[config.mk]
export PLATFORM = sky130hd
export DESIGN_NAME = block_warp_looper
export DESIGN_NICKNAME = d
export VERILOG_FILES = /design/src/rtl/block_warp_looper.sv
export SDC_FILE = /design/constraint.sdc
export NUM_CORES = 2
export LEC_CHECK = 0
export ABC_AREA = 0
export BUFFER_PORTS_ARGS = -buffer_cell sky130_fd_sc_hd__buf_2
export CORE_AREA = 2 2 377 379
export CTS_BUF_LIST = sky130_fd_sc_hd__clkbuf_2 sky130_fd_sc_hd__clkbuf_4 sky130_fd_sc_hd__clkbuf_8
export DETAILED_ROUTE_END_ITERATION = 6
export DIE_AREA = 0 0 379 381
export PLACE_DENSITY = 0.59
export SYNTH_ARGS = -nofsm -noshare
export SYNTH_HDL_FRONTEND = slang
export SYNTH_SLANG_ARGS = --single-unit
[constraint.sdc]
create_clock -name i_clk -period 19 [get_ports i_clk]
set_input_delay 3.8 -clock i_clk [delete_from_list [all_inputs] [get_ports i_clk]]
set_output_delay 3.8 -clock i_clk [all_outputs]
set_load 0.03 [all_outputs]
[src/rtl/block_warp_looper.sv]
// block_warp_looper: walks the warp grid inside one block and issues warp offsets.
// Ports: bofs rdy/ack in, warp rdy/ack out (o_wofs), warpdone in, blkdone pulse out.
module block_warp_looper #(
  parameter int WBW   = 32,
  parameter int VDIM  = 6,
  parameter int N_OUT = 8
) (
  input  logic                     i_clk,
  input  logic                     i_rst,
  input  logic                     bofs_rdy,
  output logic                     bofs_ack,
  input  logic [VDIM-1:0][WBW-1:0] i_bofs,
  input  logic [VDIM-1:0][WBW-1:0] i_wgrid_step,
  input  logic [VDIM-1:0][WBW-1:0] i_wgrid_end,
  input  logic [VDIM-1:0][WBW-1:0] i_bboundary,
  output logic                     warp_rdy,
  input  logic                     warp_ack,
  output logic [VDIM-1:0][WBW-1:0] o_wofs,
  input  logic                     warpdone_dval,
  output logic                     blkdone_dval
);

  localparam int OW = $clog2(N_OUT + 1);

  typedef enum logic [1:0] {
    IDLE,
    RUN,
    DRAIN,
    DONE
  } state_t;

  state_t                   state;
  logic [VDIM-1:0][WBW-1:0] base;
  logic [VDIM-1:0][WBW-1:0] cnt;
  logic [VDIM-1:0][WBW-1:0] cnt_nxt;
  logic [VDIM-1:0][WBW-1:0] sum;
  logic [OW-1:0]            outstanding;
  logic [WBW:0]             nxt;
  logic                     inb;
  logic                     wrap;
  logic                     warp_hs;
  logic                     adv;

  always_comb begin
    inb = 1'b1;
    sum = '0;
    for (int k = 0; k < VDIM; k++) begin
      sum[k] = base[k] + cnt[k];
      if (sum[k] >= i_bboundary[k]) inb = 1'b0;
    end
  end

  assign o_wofs = sum;

  // Odometer step; the sum is widened so a large step cannot wrap past end.
  always_comb begin
    wrap    = 1'b1;
    cnt_nxt = cnt;
    nxt     = '0;
    for (int k = VDIM - 1; k >= 0; k--) begin
      if (wrap) begin
        nxt = {1'b0, cnt[k]} + {1'b0, i_wgrid_step[k]};
        if (nxt >= {1'b0, i_wgrid_end[k]}) begin
          cnt_nxt[k] = '0;
        end else begin
          cnt_nxt[k] = nxt[WBW-1:0];
          wrap       = 1'b0;
        end
      end
    end
  end

  assign bofs_ack = (state == IDLE) && bofs_rdy;
  assign warp_rdy = (state == RUN) && inb &&
                    (outstanding != OW'(N_OUT));
  assign warp_hs  = warp_rdy && warp_ack;
  // Out-of-bound positions are skipped without a handshake.
  assign adv      = (state == RUN) && (warp_hs || !inb);

  always_ff @(posedge i_clk) begin
    if (i_rst) begin
      state        <= IDLE;
      base         <= '0;
      cnt          <= '0;
      outstanding  <= '0;
      blkdone_dval <= 1'b0;
    end else begin
      blkdone_dval <= 1'b0;
      unique case (state)
        IDLE: begin
          if (bofs_ack) begin
            base  <= i_bofs;
            cnt   <= '0;
            state <= RUN;
          end
        end
        RUN: begin
          if (adv) begin
            cnt <= cnt_nxt;
            if (wrap) state <= DRAIN;
          end
        end
        DRAIN: begin
          if (outstanding == '0) begin
            state        <= DONE;
            blkdone_dval <= 1'b1;
          end
        end
        DONE: state <= IDLE;
        default: state <= IDLE;
      endcase
      if (warp_hs && !warpdone_dval) begin
        outstanding <= outstanding + 1'b1;
      end else if (!warp_hs && warpdone_dval &&
                   outstanding != '0) begin
        outstanding <= outstanding - 1'b1;
      end
    end
  end

  assert property (@(posedge i_clk) disable iff (i_rst)
    !(warpdone_dval && outstanding == '0));

endmodule
==> results.py <==
metrics = {
    "floorplan": {
        "rows": 138,
        "coreArea_um2": 140600,
        "ios": 968,
        "dieWidth_um": 379,
        "die_h_um": 381,
        "die_area_um2": 144400,
        "start_util": 0.3018,
    },
    "placed_design": {
        "gp_congestion": 0.9637,
        "post-dp-hpwl_mm": 162.6,
        "placed_area_um2": 49250,
        "port_buffers": 967,
    },
    "setup_path": {
        "start_kind": "register",
        "critPathKind": "register to output pin",
        "critPathMaxFanout": 5,
        "crit_required_ns": 15.20,
        "worstPathArrival_ns": 7.88,
        "endpoint_kind": "output pin",
    },
    "synth": {
        "avgSynthCellArea_um2": 7.504,
        "synth.largest_area_cell": "ha_1",
        "synth_top_family_by_area": "compound AO/OA/AOI/OAI gates",
        "synth_fa_ha_area_frac": 0.2324,
        "postSynthCellCount": 5652,
        "synth-seq-area-share": 0.1845,
        "synth_ff_type": "dfxtp_1",
        "synth.area.top_cells": "ha_1 23%, dfxtp_1 18%, a21oi_1 8.2%",
        "synth_fp_nets": 7205,
        "synth_edf_count": 0,
        "yosysMostFrequentCell": "ha_1",
        "syn_area_um2": 42410,
        "synth-seq-cells": 391,
        "synth_xor_area_frac": 0.06587,
        "synth_top_area_frac": 0.2263,
        "synthSimpleGateAreaFrac": 0.1892,
        "ys_warn_count": 0,
        "async_reset_ff_frac": 0,
        "synth.distinct_cells": 94,
        "synth_compound_area_frac": 0.2582,
        "synth_mux_area_frac": 0.004749,
        "netlist_top_cells_count": "767 x ha_1, 691 x a21oi_1, 684 x nand2_1",
    },
    "routing": {
        "ant_nets": 0,
        "routed_wl_mm": 194.7,
        "avgViaCountPerCell": 5.365,
        "num_vias": 45900,
        "drtIter0Drc": 3165,
        "drc": 0,
        "drt_pass1_iterations": 6,
        "wl_per_cell_um": 22.76,
    },
    "sta": {
        "min_period_ns": 11.68,
        "setup-tns-final_ns": 0,
        "finalSetupViolCount": 0,
        "max_slew.worst_pin.slew_ns": 1.242,
        "final-hold-violation-count": 0,
        "slew_headroom": 0.1662,
        "fin_worst_skew_ns": 0.08044,
        "fin_crit_sh": 0.6146,
        "maxSlewViolCount": 0,
        "rsz0062_at_grt": "false",
        "fmax_ghz": 0.08564,
    },
    "power_and_ir_drop": {
        "max-vdd-ir-drop_mv": 0.06895,
        "p_per_area_nw_per_um2": 97.82,
        "cellLeakagePower_nw": 26.37,
    },
    "clocking": {
        "clk_latency_ns": 0.81,
        "cts_tree": "yes",
        "cts-resized-gates": 0,
        "clk_pin_slew_ns": 0.06,
        "cts_setup_buffers": 0,
        "root_buffer": "clkbuf_8",
        "cts.sinks": 391,
        "cts_buffer_depth": 3,
        "h-tree-depth": 3,
        "hold_buffers": 0,
        "cts-buffers-inserted": 86,
    },
    "final_layout": {
        "drive_above_1_share": 0.1839,
        "area_growth_pct": 20.92,
        "final_nets": 8126,
        "stdcell_area_um2": 51290,
        "fill_cells": 15110,
    },
    "grt": {
        "grt_pass1_wl_mm": 278.9,
        "grt_antenna_before_repair": 71,
        "gr-total-overflow": 0,
        "first_global_vias": 43830,
        "grt_max_degree": 96,
        "gr-usage-all-layers": 0.2573,
    },
    "run_status": {
        "outcome": "finished clean",
    },
    "job": {
        "drv_cap": 0,
    },
    "hold_path": {
        "hold_class": "register to register",
    },
}
[routing by layer]
layer / wire length (um) / part of all wire / global-route usage / vias up
met5: 435 / 0.0022 / 0 / -
met4: 7165 / 0.037 / 0.09076 / 70
met3: 13220 / 0.068 / 0.05214 / 350
met2: 88690 / 0.46 / 0.4256 / 1668
met1: 85150 / 0.44 / 0.3290 / 21510
li1: - / - / - / 22290
[worst max-delay path, cell delays in order (launching register included)]
cell,delay (ns)
dfxtp_1,0.33
ha_1,0.22
fa_1,0.41
a21o_1,0.19
a21boi_0,0.28
o31ai_1,0.16
o41a_1,0.42
a221oi_1,0.59
a211oi_1,0.33
a31o_2,0.36
a2111oi_2,0.45
o41ai_1,0.16
xor2_1,0.40
ha_1,0.34
and3_1,0.25
a22o_1,0.34
nor4_1,0.42
nand2_1,0.13
nor4_1,0.24
o2111ai_1,0.28
nor4_1,0.31
a21boi_0,0.20
buf_2,0.28
[final timing paths]
check,from,endpoint,slack [ns],cells past startpoint
max,cnt[160],warp_rdy,7.32,22
max reg2reg,cnt[160],cnt[29],10.22,24
min reg2reg,base[74],base[74],0.46,2
min,base[74],base[74],0.46,2
[through the flow]
step | setup WS [ns] | total power (W) | utilization | instances | hold WS, ns
floorplan | 8.757 | 0.002897 | - | 5652 | 0.4406
global placement | 8.033 | 0.003873 | 0.3504 | 8375 | 0.4469
detailed placement | 7.980 | 0.003901 | 0.3504 | 8375 | 0.4514
CTS | 7.116 | 0.005051 | 0.3645 | 8530 | 0.4608
global route | 6.846 | 0.005344 | 0.3647 | 8541 | 0.4765
finish | 7.323 | 0.005017 | 0.3649 | 8554 | 0.4612
[final cells by class]
type	count	area, um^2	share of cell area
Antenna cell	24	60.06	0.001171
Clock buffer	127	1623	0.03164
Clock inverter	28	359.1	0.007001
Inverter	538	2027	0.03952
Multi-Input combinational cell	4552	31900	0.6220
Sequential cell	391	7828	0.1526
Tap cell	1890	2365	0.04611
Timing Repair Buffer	1004	5127	0.09997
[state kept, by name (all words and copies together), names as in the netlist]
register and cells:
base 192, cnt 192, outstanding 4, state 2, blkdone_dval 1
[cells by family (layout without fill, tap and decap cells)]
kind of cell | count (synthesis) | count (layout)
compound gates | 1727 | 1727
buf+inv | 709 | 1697
flops | 391 | 391
xor+xnor | 319 | 319
other cells | 0 | 24
mux | 20 | 20
fa+ha+maj | 780 | 780
simple gates | 1706 | 1706
[placed cells by master (no fill, tap or decap), types with 57 or more instances in the layout]
cell type  instances
nand4_1          117
nand2_1          683
xnor2_1          240
dfxtp_1          391
clkbuf_8         107
a211oi_1          61
a21o_1           203
ha_1             767
nand3_1          177
inv_1            536
xor2_1            78
buf_2            966
o21bai_1          58
o21a_1            69
nor3_1            91
o21ai_0          217
and3_1            57
a21oi_1          691
nor2_1           322
[report_power, final]
part	leakage (nW)	total (W)	internal (W)	switching [W]
Sequential	3.19	0.00106	0.000945	0.000112
Combinational	22.1	0.00284	0.000917	0.00192
Clock	1.05	0.00112	0.000646	0.000474
Total	26.4	0.00502	0.00251	0.00251
(Power assumes the default switching activity.)
